File: config.mk
export PLATFORM = sky130hd
export DESIGN_NAME = game_state_ctl
export DESIGN_NICKNAME = d
export VERILOG_FILES = /design/src/rtl/game_state_ctl.sv
export SDC_FILE = /design/constraint.sdc
export NUM_CORES = 1
export LEC_CHECK = 0
export BUFFER_PORTS_ARGS = -buffer_cell sky130_fd_sc_hd__buf_2
export CORE_MARGIN = 10
export CORE_UTILIZATION = 54
export CTS_CLUSTER_SIZE = 28
export DETAILED_ROUTE_END_ITERATION = 6
export PLACE_DENSITY = 0.76
export RECOVER_POWER = 100
export SYNTH_ARGS = -nofsm -noshare
export SYNTH_HDL_FRONTEND = slang
export SYNTH_SLANG_ARGS = --single-unit
File: constraint.sdc
create_clock -name pclk -period 1.69 [get_ports pclk]
set_input_delay 0.338 -clock pclk [delete_from_list [all_inputs] [get_ports pclk]]
set_output_delay 0.338 -clock pclk [all_outputs]
set_load 0.005 [all_outputs]
File: src/rtl/game_state_ctl.sv
// Scene sequencer: IDLE -> WAITING -> GAME -> SCORE, with a frame-aligned scene select and a UART "ready" request.
// Latency: a click or uart_start moves state 2 cycles after the input rises; game_over moves it 1 cycle later; scene_sel follows on the next frame tick.
// Backpressure: uart_tx_req is held until uart_tx_ack is sampled high; no other input can stall the block.
// Optional: define GAME_AUTO_RESTART_EN so that SCORE expiry re-enters WAITING, and a stop edge in SCORE returns to IDLE.
module game_state_ctl #(
  parameter int WAIT_TIMEOUT_FRAMES = 255,
  parameter int SCORE_FRAMES        = 180,
  parameter int FRAME_CNT_W         = 8
) (
  input  logic       pclk,
  input  logic       rst,
  input  logic       vblnk_in,
  input  logic       rect_clicked_play,
  input  logic       mouse_clicked_stop,
  input  logic       uart_start,
  input  logic       game_over,
  input  logic       uart_tx_ack,
  output logic       uart_tx_req,
  output logic [1:0] state,
  output logic [1:0] scene_sel,
  output logic       scene_change
);

  typedef enum logic [1:0] {
    S_IDLE  = 2'd0,
    S_WAIT  = 2'd1,
    S_GAME  = 2'd2,
    S_SCORE = 2'd3
  } state_t;

  localparam logic [FRAME_CNT_W-1:0] WAIT_LIM  = FRAME_CNT_W'(WAIT_TIMEOUT_FRAMES);
  localparam logic [FRAME_CNT_W-1:0] SCORE_LIM = FRAME_CNT_W'(SCORE_FRAMES);
  localparam logic [FRAME_CNT_W-1:0] CNT_MAX   = '1;

  state_t                 cur;
  state_t                 nxt;
  logic [FRAME_CNT_W-1:0] frame_cnt;
  logic [3:0]             in_q;
  logic [3:0]             in_qq;
  logic [3:0]             rise;
  logic                   tick;
  logic                   play_ev;
  logic                   stop_ev;
  logic                   start_ev;

  // Bit order in the edge pipes: {vblnk, play, stop, uart_start}.
  assign rise     = in_q & ~in_qq;
  assign tick     = rise[3];
  assign play_ev  = rise[2];
  assign stop_ev  = rise[1];
  assign start_ev = rise[0];
  assign state    = cur;

  // Register the level inputs and keep one older copy so only rising edges become events.
  always_ff @(posedge pclk or negedge rst) begin
    if (!rst) begin
      in_q  <= 4'b0;
      in_qq <= 4'b0;
    end else begin
      in_q  <= {vblnk_in, rect_clicked_play, mouse_clicked_stop, uart_start};
      in_qq <= in_q;
    end
  end

  // State register.
  always_ff @(posedge pclk or negedge rst) begin
    if (!rst) cur <= S_IDLE;
    else      cur <= nxt;
  end

  // Next-state selection; stop beats uart_start beats timeout while WAITING.
  always_comb begin
    nxt = cur;
    case (cur)
      S_IDLE:  if (play_ev) nxt = S_WAIT;
      S_WAIT: begin
        if (stop_ev)                    nxt = S_IDLE;
        else if (start_ev)              nxt = S_GAME;
        else if (frame_cnt == WAIT_LIM) nxt = S_IDLE;
      end
      S_GAME:  if (game_over || stop_ev) nxt = S_SCORE;
      S_SCORE: begin
`ifdef GAME_AUTO_RESTART_EN
        if (stop_ev)                     nxt = S_IDLE;
        else if (frame_cnt == SCORE_LIM) nxt = S_WAIT;
`else
        if (frame_cnt == SCORE_LIM)      nxt = S_IDLE;
`endif
      end
      default: nxt = S_IDLE;
    endcase
  end

  // Frames spent in the current state: restart on any transition, saturate at all-ones.
  always_ff @(posedge pclk or negedge rst) begin
    if (!rst)                         frame_cnt <= '0;
    else if (nxt != cur)              frame_cnt <= '0;
    else if (tick && frame_cnt != CNT_MAX) frame_cnt <= frame_cnt + FRAME_CNT_W'(1);
  end

  // Scene select only moves on a frame tick, so short-lived states never reach the screen.
  always_ff @(posedge pclk or negedge rst) begin
    if (!rst) begin
      scene_sel    <= 2'd0;
      scene_change <= 1'b0;
    end else if (tick) begin
      scene_sel    <= cur;
      scene_change <= (cur != scene_sel);
    end else begin
      scene_change <= 1'b0;
    end
  end

  // One ready request per WAITING entry; cleared by ack, or when WAITING is left.
  always_ff @(posedge pclk or negedge rst) begin
    if (!rst)                           uart_tx_req <= 1'b0;
    else if (nxt == S_WAIT && cur != S_WAIT) uart_tx_req <= 1'b1;
    else if (nxt != S_WAIT)             uart_tx_req <= 1'b0;
    else if (uart_tx_ack)               uart_tx_req <= 1'b0;
  end

endmodule

# [Yosys cells after proc, flatten, opt, wreduce, memory -nomap -nowiden]
# Index checks and enable logic that the tools add are counted.
[classes] n_reduce_logical=6 n_mux=13 n_addsub=1 bitwise=2 eq_ne=11
[op_table] cell="equality test 8 bit (second input constant)" n=2
[op_table] cell="2-to-1 mux 8 bit" n=2
[op_table] cell="2-to-1 mux 2 bit" n=6
[op_table] cell="adder 8 x 1 -> 8 bit (second input constant)" n=1
[op_table] cell="!= test 8 bit (second input constant)" n=1
[op_table] cell="case mux 2 bit (4 select lines)" n=1
[op_table] cell="AND 4 bit" n=1
[op_table] cell="equality test 2 x 1 -> 1 bit (second input constant)" n=2
[op_table] cell="equality test 2 bit (second input constant)" n=2
[op_table] cell="2-to-1 mux 1 bit" n=4
[op_table] cell="!= test 2 x 1 -> 1 bit (second input constant)" n=2
[op_table] cell="!= test 2 bit" n=2
[op_table] cell="NOT 4 bit" n=1
[op_table] cell="nonzero test 3 bit" n=1
[op_table] cell="logical AND 1 bit" n=2
[op_table] cell="zero test 2 bit" n=1
[op_table] cell="nonzero test 2 bit" n=1
[op_table] cell="logical OR 1 bit" n=1
[word_totals] word_cells=40 inputBits=8 register_bits=22 out_inout_bits=6

# [Logic depth before layout (Yosys ltp)]
# Gate-level depths: netlist (run 1).
[depth] ltp_word=8 ltp_mapped=6 ltp_nobuf=6

# [Worst setup path before layout (run 1)]
# Ideal clock, no wire load.
[synth_timing] path_kind="register -> register" start="reg cur[1], in the netlist state[1]" end="reg frame_cnt[2]" n_path_buf=1 synth_period_minus_slack_ns=1.436 required_ns=1.610 setup_slack_ns=0.254 setup_ns=0.080 arrival_ns=1.356 path_stages_with_launch=6 cell_sequence="dfrtp_1 > buf_6 > and2b_2 > nand2_2 > o311a_4 > nor3_2"
[synth_between] elab_chain_len=6 word_cells_on_any_way=14 classes_between="4 x eq/ne; 8 x mux; 2 x reduce/logical"
[synth_lines] item="start: declaration" line_no="35" text="state_t cur;"
[synth_lines] item="start signal: assignment" line_no="68" text="else cur <= nxt;"
[synth_lines] item="2-to-1 mux 2 bit" line_no="79" text="else if (frame_cnt == WAIT_LIM) nxt = S_IDLE;"
[synth_lines] item="2-to-1 mux 2 bit" line_no="78" text="else if (start_ev) nxt = S_GAME;"
[synth_lines] item="2-to-1 mux 2 bit" line_no="77" text="if (stop_ev) nxt = S_IDLE;"
[synth_lines] item="case mux 2 bit (4 select lines)" line_no="74" text="case (cur)"
[synth_lines] item="!= test 2 bit (*)" line_no="97" text="else if (nxt != cur) frame_cnt <= '0;"
[synth_lines] item="2-to-1 mux 8 bit / nonzero test 2 bit (equally long branches)"
[synth_lines] item="end signal: assignment" line_no="98" text="else if (tick && frame_cnt != CNT_MAX) frame_cnt <= frame_cnt + FRAME_CNT_W'(1);"
[synth_lines] item="end: declaration" line_no="37" text="logic [FRAME_CNT_W-1:0] frame_cnt;"
# Mark *: on every way between the ends. The rest lies on a longest branch, timed or not.
# A chain may end at the register's enable or synchronous reset.

# [Worst setup path in the final report (run 1)]
[layout_timing] start="reg frame_cnt[0]" end="reg frame_cnt[0]"
[layout_between] elab_chain_len=7 word_cells_on_any_way=14 classes_between="1 x add/sub; 4 x eq/ne; 7 x mux; 2 x reduce/logical"
[layout_lines] item="equality test 8 bit" line_no="79"
[layout_lines] item="2-to-1 mux 2 bit" line_no="79"
[layout_lines] item="2-to-1 mux 2 bit" line_no="78"
[layout_lines] item="2-to-1 mux 2 bit" line_no="77"
[layout_lines] item="case mux 2 bit (4 select lines)" line_no="74"
[layout_lines] item="!= test 2 bit" line_no="97"
[layout_lines] item="2-to-1 mux 8 bit / nonzero test 2 bit (equally long branches)"
# Several ways; a longest one is shown, not always the timed one. The select of a mux whose other input is x is not followed.

==> run_results.csv, run 1 <==
group,metric,value,unit
run_status,status,"finished, final reports clean",
min_path,hp-class,"primary input to register",
timing,rsz0062_at_grt,"yes",
synthesis,yosys.cell_types.count,37,
timing,timing.hold.ws,0.126,ns
worst_setup_path,cp_max_fo,8,
synthesis,synthesis.area,1030,sq um
clock_network,cts_root_buf,"clkbuf_4",
route,vias,749,
die,die_area,4060,sq um
synthesis,syn_inst,90,
final_layout,drive_gt1_share,22.2,%
route,routed_wl,2060,um
global_routing,antenna_found_initial,0,
timing,final.min_clock_period,1.56,ns
die,core,1760,sq um
clock_network,cts.sinks,22,
die,start_util,58.4,%
global_routing,globalRouteTotalUtil,11.2,%
die,num_rows,15,
clock_network,htree_levels,1,
die,io_pins,14,
final_layout,utilization,66.4,%
global_routing,grt_pass1_vias,760,
timing,fin_skew,0.00368,ns
clock_network,clk_pin_slew,0.12,ns
timing,period_share,92.1,%
final_layout,area_growth,13.6,%
route,drc,0,
timing,slew_headroom,23.6,%
clock_network,cts_buffers,3,
worst_setup_path,critical_path_arrival,1.76,ns
timing,drv_slew,0,
route,drt_first_pass_iters,4,
placed_design,hpwl,1400,um
route,wl_per_cell,15.5,um
synthesis,yosysSeqAreaShare,53.4,%
clock_network,tritoncts,"yes",
route,viasPerCell,5.63,
die,die_x,63.7,um
timing,setup_viol,0,
timing,finalHoldViolations,0,
power_and_ir_drop,vdd_drop_max,0.000679,V
global_routing,grt_max_degree,23,
worst_setup_path,end_kind,"register",
timing,worst_slack,0.133,ns
final_layout,final_area,1170,sq um
synthesis,synth_seq_cells,22,
synthesis,synth_fp_nets,100,
placed_design,dpl_worst_slack,0.149,ns
timing,worstMarginPinSlew,1.15,ns
clock_network,clkLatencyLatePin,0.31,ns
final_layout,fin_nets,119,
final_layout,antenna_cells,0,
worst_setup_path,startpoint_type,"register",
power_and_ir_drop,finalPower,1.46,mW
synthesis,syn_avg_cell_area,11.5,sq um
run,drv_cap,0,
route,drt_iter0_drc,20,
worst_setup_path,cp.required,1.89,ns
power_and_ir_drop,power_density,1240,nW/um^2
placed_design,port_buffers,13,
power_and_ir_drop,power_leakage,0.533,nW
global_routing,overflow,0,
placed_design,placed_area,1120,sq um
timing,max_freq,642,MHz
global_routing,grt_pass1_wl,3620,um
route,ant_nets,0,
synthesis,ys_warn_count,0,
die,die_h,63.7,um
clock_network,post_cts_buffers,0,
worst_setup_path,crit_type,"register to register",
placed_design,globalplace.congestion,0.841,
clock_network,cts_buffer_depth,2,
==> worst max-delay path: stages, from the launching register on <==
cell and delay [ns]:
dfrtp_1 0.42, inv_1 0.10, ha_1 0.15, nand4b_1 0.13, o311ai_2 0.26, o311a_4 0.31, nor2_1 0.07
==> cell usage in the layout (no fill, tap or decap), drive strengths merged, types with 3 or more instances in the layout <==
cell | Yosys | layout
dfrtp | 22 | 22
nor2 | 10 | 10
buf | 1 | 9
clkbuf | 0 | 9
nand2 | 8 | 8
inv | 4 | 4
xnor2 | 4 | 4
nand2b | 3 | 3
and3 | 3 | 3
==> state kept, by name, summed over array words and instances (netlist names) <==
register      cells
state             2
in_qq             4
scene_sel         2
uart_tx_req       1
frame_cnt         8
in_q              4
scene_change      1
==> through the flow <==
| step | TNS, ns | cells |
|---|---|---|
| final | 0 | 133 |
| after global routing | -0.0144 | 133 |
| after CTS | 0 | 133 |
| after detailed placement | 0 | 128 |
| after global placement | 0 | 128 |
| after floorplan | 0 | 90 |
==> power breakdown <==
group | switching [mW] | internal, mW | leakage [nW]
clock | 0.155 | 0.132 | 0.0210
sequential | 0.0743 | 0.608 | 0.274
combinational | 0.265 | 0.224 | 0.237
==> kinds of logic after synthesis <==
| logic type | after synthesis | share of synthesized area [%] |
|---|---|---|
| buf+inv | 5 | 2.55 |
| compound gates | 17 | 14.9 |
| fa+ha+maj | 2 | 2.43 |
| simple gates | 37 | 20.5 |
| flops | 22 | 53.4 |
| xor+xnor | 5 | 4.25 |
| mux | 2 | 1.94 |
==> cell type report <==
class | count | area [sq um]
Timing Repair Buffer | 15 | 76.3
Clock buffer | 4 | 36.3
Multi-Input combinational cell | 63 | 462
Sequential cell | 22 | 551
Fill cell | 155 | 593
Tap cell | 25 | 31.3
Inverter | 4 | 15.0
==> worst paths after layout <==
path | startpoint | slack, ns | end | depth (start not counted)
min reg2reg | in_q[1] | 0.39 | in_qq[1] | 0
max | frame_cnt[0] | 0.13 | frame_cnt[0] | 6
min in group asynchronous | rst | 0.77 | frame_cnt[6] | 2
max in group asynchronous | rst | 0.25 | frame_cnt[0] | 2
min | vblnk_in | 0.13 | in_q[3] | 1
max reg2reg | frame_cnt[0] | 0.13 | frame_cnt[0] | 6
==> synth_stat cells <==
| cell | n | area share (%) |
|---|---|---|
| nand4_1 | 2 | 1.2 |
| nor3_2 | 2 | 1.9 |
| o21ai_0 | 2 | 0.97 |
| and2b_2 | 1 | 0.85 |
| a211oi_2 | 1 | 1.2 |
| nand2_1 | 7 | 2.5 |
| nand2_2 | 1 | 0.61 |
| nor2b_1 | 1 | 0.61 |
| a22oi_1 | 1 | 0.73 |
| o32a_2 | 1 | 1.1 |
| buf_6 | 1 | 1.1 |
| a31oi_1 | 1 | 0.61 |
| nand4b_1 | 1 | 0.85 |
| and2b_1 | 1 | 0.73 |
| ha_1 | 2 | 2.4 |
| a21oi_1 | 2 | 0.97 |
| xnor2_1 | 4 | 3.4 |
| mux2i_1 | 2 | 1.9 |
| o41ai_1 | 1 | 0.85 |
| or2b_2 | 1 | 0.85 |
| dfrtp_1 | 22 | 53 |
| nor2_1 | 10 | 3.6 |
| inv_1 | 4 | 1.5 |
| o311ai_1 | 1 | 0.85 |
| nand3_1 | 1 | 0.48 |
| a221oi_2 | 1 | 1.5 |
| o2111a_1 | 1 | 1.1 |
| nand3_2 | 1 | 0.97 |
| xor2_1 | 1 | 0.85 |
| and3_1 | 3 | 1.8 |
| a32oi_1 | 1 | 0.85 |
| a21o_1 | 1 | 0.73 |
| nor4_1 | 1 | 0.61 |
| o311a_4 | 1 | 2.1 |
| o211ai_1 | 2 | 1.5 |
| and4b_1 | 1 | 0.97 |
| nand2b_1 | 3 | 1.8 |
==> per-layer routing <==
metal	GRT usage, %	share of wire (%)	vias up
met1	13.7	46	354
met3	3.89	4.4	8
met5	0	0	-
met2	16.2	46	19
li1	-	-	368
met4	7.10	3.0	0
==> repair_timing <==
item                                    in CTS  in global routing
endpoints found under the hold margin       22                  0
resized for setup                            0                  1
hold buffers                                 1                  0
endpoints found under the setup margin       0                  8
Power figures use the tool's default switching activity.
==> inputs of run 2 (changes only) <==
CAP_MARGIN = 20   (was default)
CORE_UTILIZATION = 55   (was 54)
PLACE_DENSITY = 0.77   (was 0.76)
clock period = 1.8 ns   (was 1.69 ns; I/O delays follow)
==> run 2 against run 1 <==
Compared with the run above:
- wire length fell by 8.0%
- worst setup slack improved by 0.091 ns
- combinational power fell by 17%
- utilization fell by 0.36 points
- first-iteration DRC count rose by 5.0%
- die area fell by 1.3%
- count of clock-buffer cells in the layout fell by 1
- register-to-register slack improved by 0.09 ns
- cell count did not move
- largest cell class unchanged
- non-clock buffer count did not move
- worst hold slack improved by 0.015 ns
- global-route usage fell by 1.2 points
==> run_results.csv, run 2 (synthesized netlist as in run 1, its figures left out) <==
group,metric,value,unit
run_status,status,"finished, final reports clean",
timing,max_freq,635,MHz
worst_setup_path,reg2reg_setup_slack,0.22,ns
clock_network,cts_buffer_depth,2,
power_and_ir_drop,power_leakage,0.518,nW
route,wl_per_cell,14.2,um
final_layout,antenna_cells,0,
worst_setup_path,end_kind,"register",
power_and_ir_drop,finalPower,1.42,mW
route,drc,0,
final_layout,reg_top3,"frame_cnt (8), in_q (4), in_qq (4)",
timing,rsz0062_at_grt,"no",
power_and_ir_drop,power_density,1230,nW/um^2
worst_setup_path,reg2reg_to,"uart_tx_req",
power_and_ir_drop,clock_power_share,26.6,%
global_routing,globalRouteTotalUtil,10.0,%
timing,worst_slack,0.224,ns
timing,period_share,87.6,%
min_path,hp-class,"primary input to register",
final_layout,layout_commonest_cell,"dfrtp_1",
die,die_area,4010,sq um
die,start_util,59.1,%
timing,setup_viol,0,
placed_design,port_buffers,13,
route,vias,729,
route,viasPerCell,5.48,
worst_setup_path,reg2regPathDepth,5,
clock_network,ctsResizeCount,0,
timing,final.min_clock_period,1.58,ns
final_layout,fin_nets,119,
power_and_ir_drop,power_frac_comb,28.7,%
worst_setup_path,cp_max_fo,7,
die,num_rows,15,
power_and_ir_drop,p_sw_share,30.8,%
global_routing,overflow,0,
clock_network,htree_levels,1,
worst_setup_path,cp-endpoint,"uart_tx_req",
power_and_ir_drop,p_int,0.982,mW
clock_network,clk_pin_slew,0.12,ns
global_routing,grt_pass1_vias,750,
timing,finalHoldViolations,0,
worst_setup_path,cp.required,2.02,ns
placed_design,hpwl,1380,um
final_layout,drive_gt1_share,14.8,%
global_routing,grt_max_degree,23,
timing,drv_slew,0,
final_layout,largest_reg_flops,8,
final_layout,most-common-layout-cells,"22 x dfrtp_1, 10 x nor2_1, 8 x clkbuf_1",
power_and_ir_drop,power_switching,0.436,mW
route,drt_iter0_drc,21,
global_routing,grt_pass1_wl,3280,um
die,die_x,63.3,um
timing,worstMarginPinSlew,1.11,ns
route,routed_wl,1890,um
timing,slew_headroom,25.7,%
timing,fin_skew,0.00234,ns
worst_setup_path,worstSetupStartpoint,"frame_cnt[1]",
run,drv_cap,0,
power_and_ir_drop,seqPwrFrac,44.6,%
placed_design,globalplace.congestion,0.873,
route,drt_first_pass_iters,4,
placed_design,dpl_worst_slack,0.262,ns
clock_network,clkLatencyLatePin,0.31,ns
worst_setup_path,worst_r2r_startpoint,"frame_cnt[1]",
clock_network,tritoncts,"yes",
route,ant_nets,0,
die,core,1750,sq um
worst_setup_path,critical_path_arrival,1.80,ns
final_layout,area_growth,11.8,%
global_routing,antenna_found_initial,0,
power_and_ir_drop,vdd_drop_max,0.000700,V
die,die_h,63.3,um
timing,fin_tns_setup,0,ns
clock_network,cts.sinks,22,
final_layout,largest-register,"frame_cnt",
placed_design,placed_area,1120,sq um
worst_setup_path,startpoint_type,"register",
clock_network,cts_root_buf,"clkbuf_4",
clock_network,cts_buffers,3,
worst_setup_path,crit_type,"register to register",
final_layout,final_area,1150,sq um
die,io_pins,14,
==> run 2: cell count changes in the layout (fill, tap and decap cells not counted), moves of 2 or more <==
cell      before  now
clkbuf_1       5    8
buf_2          8    6
nor3_2         2    0
nor3_1         0    2
==> run 2: final cells by class <==
type | count | area [sq um]
flip-flops and latches | 22 | 551
fillers | 147 | 593
clock inverters | 1 | 30.0
inverters | 4 | 15.0
clock buffers | 3 | 22.5
well taps | 25 | 31.3
repair buffers | 15 | 70.1
multi-input cells | 63 | 433
==> run 2: power by group through the flow <==
| stage | Combinational (mW) | Sequential, mW | Clock [mW] |
|---|---|---|---|
| after floorplan | 0.318 | 0.644 | 0 |
| after global placement | 0.435 | 0.639 | 0 |
| after detailed placement | 0.443 | 0.645 | 0 |
| after CTS | 0.446 | 0.634 | 0.386 |
| after global routing | 0.461 | 0.646 | 0.408 |
| final | 0.408 | 0.633 | 0.378 |
==> run 2: worst min path at each step <==
stage | startpoint | to | cells after the start
2_1_floorplan | rst | frame_cnt[0] | 0
3_3_place_gp | rst | uart_tx_req | 1
3_5_place_dp | rst | uart_tx_req | 1
4_1_cts | rect_clicked_play | in_q[2] | 1
5_1_grt | vblnk_in | in_q[3] | 1
6_report | rect_clicked_play | in_q[2] | 1
==> run 2: what timing repair did <==
| action | 4_1_cts | 5_1_grt |
|---|---|---|
| buffers inserted | 0 | 0 |
| hold endpoints to repair | 22 | 0 |
| endpoints found under the setup margin | 0 | 0 |
| hold buffers | 1 | 0 |
==> run 2: metrics by stage <==
stage          cells  hold slack (ns)  utilization [%]
2_1_floorplan     90           0.0644                -
3_3_place_gp     128            0.336             64.4
4_1_cts          133            0.131             68.0
6_report         133            0.141             66.0
3_5_place_dp     128            0.340             64.4
5_1_grt          133            0.118             66.0
==> run 2: routing by layer <==
metal	vias to the layer above	GRT usage, %	share of wire [%]
met1	343	10.3	48
met3	5	3.18	5.4
met2	19	17.3	44
li1	362	-	-
met4	0	6.01	2.5
met5	-	0	0
==> run 2: worst max-delay path, cell delays in order (launching register included) <==
cell and delay (ns):
dfrtp_1 0.43, ha_1 0.24, nand3_2 0.16, nor2_1 0.09
o32a_2 0.34, a221oi_1 0.21
==> inputs of run 3 (changes only) <==
PLACE_DENSITY = default   (was 0.77)
PLACE_DENSITY_LB_ADDON = 0.3   (was default)
==> run 3 against run 2 <==
Compared with the run above:
- largest power group unchanged
- worst hold slack lost 0.0044 ns
- fmax shrank 6.1%
- count of clock-buffer cells in the layout is the same
- utilization grew 0.36 points
- combinational power grew 3%
- clock skew grew 0.0060 ns
- highest routed layer unchanged
==> run_results.csv, run 3 (synthesized netlist as in run 1, its figures left out) <==
group,metric,value,unit
die,die_x,63.3,um
final_layout,most-common-layout-cells,"22 x dfrtp_1, 10 x nor2_1, 8 x clkbuf_1",
clock_network,tritoncts,"yes",
route,m1WireLength,884,um
timing,rsz0062_at_grt,"no",
placed_design,port_buffers,13,
final_layout,largest_reg_flops,8,
route,top_layer,"met4",
timing,max_freq,596,MHz
route,ant_nets,0,
route,drc,0,
global_routing,grt_max_degree,23,
die,die_area,4010,sq um
power_and_ir_drop,power_leakage,0.521,nW
final_layout,area_growth,12.4,%
timing,slew_headroom,25.5,%
worst_setup_path,critical_path_arrival,1.89,ns
clock_network,cts.sinks,22,
min_path,hp-class,"primary input to register",
timing,period_share,93.2,%
worst_setup_path,worst_r2r_startpoint,"frame_cnt[0]",
worst_setup_path,end_kind,"register",
timing,fin_skew,0.00838,ns
final_layout,antenna_cells,0,
die,num_rows,15,
placed_design,placed_area,1120,sq um
route,viasPerCell,5.88,
final_layout,instances_no_fill,133,
run_status,status,"finished, final reports clean",
global_routing,overflow,0,
final_layout,layout_commonest_cell,"dfrtp_1",
global_routing,grt_pass1_vias,813,
clock_network,htree_levels,1,
final_layout,largest-register,"frame_cnt",
clock_network,clkLatencyLatePin,0.32,ns
route,drt_iter0_drc,53,
timing,finalHoldViolations,0,
route,wl_per_cell,16.5,um
timing,final.min_clock_period,1.68,ns
die,start_util,59.1,%
timing,drv_slew,0,
placed_design,placed_cells,128,
final_layout,final_area,1160,sq um
power_and_ir_drop,vdd_drop_max,0.000846,V
final_layout,drive_gt1_share,15.7,%
route,wl_met2,1070,um
worst_setup_path,crit_type,"register to register",
power_and_ir_drop,power_density,1240,nW/um^2
clock_network,clk_pin_slew,0.12,ns
power_and_ir_drop,finalPower,1.44,mW
final_layout,seqCellArea,551,sq um
final_layout,fillers,151,
global_routing,globalRouteTotalUtil,11.7,%
worst_setup_path,cp_max_fo,8,
timing,setup_viol,0,
final_layout,reg_top3,"frame_cnt (8), in_q (4), in_qq (4)",
clock_network,cts_buffers,3,
route,routed_wl,2190,um
route,vias,782,
clock_network,cts_root_buf,"clkbuf_4",
final_layout,multiInputGateArea,439,sq um
placed_design,globalplace.congestion,0.856,
global_routing,grt_pass1_wl,3810,um
route,drt_first_pass_iters,4,
timing,fin_tns_setup,0,ns
final_layout,fin_nets,119,
route,dr_wl_met3,170,um
placed_design,hpwl,1560,um
worst_setup_path,cp.required,2.01,ns
timing,worstMarginPinSlew,1.12,ns
die,core,1750,sq um
min_path,hp-start,"vblnk_in",
worst_setup_path,startpoint_type,"register",
die,io_pins,14,
global_routing,antenna_found_initial,0,
worst_setup_path,worstSetupStartpoint,"frame_cnt[0]",
die,die_h,63.3,um
clock_network,cts_buffer_depth,2,
run,drv_cap,0,
==> run 3: worst paths after layout <==
| check | endpoint | slack (ns) | cells after the start |
|---|---|---|---|
| max reg2reg | frame_cnt[4] | 0.12 | 6 |
| max | frame_cnt[4] | 0.12 | 6 |
| min in group asynchronous | uart_tx_req | 0.76 | 2 |
| min | in_q[3] | 0.14 | 1 |
| max in group asynchronous | frame_cnt[3] | 0.37 | 2 |
| min reg2reg | in_qq[1] | 0.39 | 0 |
==> run 3: worst max-delay path, stage by stage, from the launching register on <==
cell	delay (ns)
dfrtp_1	0.43
inv_1	0.10
ha_1	0.15
nand4b_1	0.13
o311ai_1	0.37
o311a_4	0.32
nor3_1	0.07
==> run 3: timing repair <==
action | in CTS | in global routing
hold endpoints to repair | 13 | 0
gates resized for setup | 0 | 0
hold buffers | 1 | 0
buffers inserted | 0 | 0
==> run 3: metal layers <==
layer,up-vias,global-route usage (%)
met2,53,20.6
met1,362,12.4
met3,8,3.53
met4,0,5.74
met5,-,0
li1,359,-
==> run 3: where the power goes <==
part	leakage, nW	switching [mW]	internal [mW]	total (mW)
Sequential	0.274	0.0678	0.570	0.638
Clock	0.0279	0.152	0.225	0.377
Combinational	0.219	0.233	0.189	0.422
Total	0.521	0.452	0.985	1.44
==> run 3: metrics by stage <==
stage | hold slack, ns | setup WS [ns] | utilization, %
after floorplan | 0.0644 | 0.364 | -
after global placement | 0.334 | 0.317 | 64.4
after detailed placement | 0.341 | 0.221 | 64.4
after CTS | 0.137 | 0.204 | 68.0
after global routing | 0.126 | 0.0512 | 66.4
final | 0.136 | 0.122 | 66.4
==> run 3: layout make-up <==
type | instances | area share, %
tap | 25 | 2.70
sequential | 22 | 47.5
inverter | 4 | 1.30
multi-input combinational | 63 | 37.9
timing repair buffer | 15 | 6.05
clock buffer | 3 | 1.94
clock inverter | 1 | 2.59
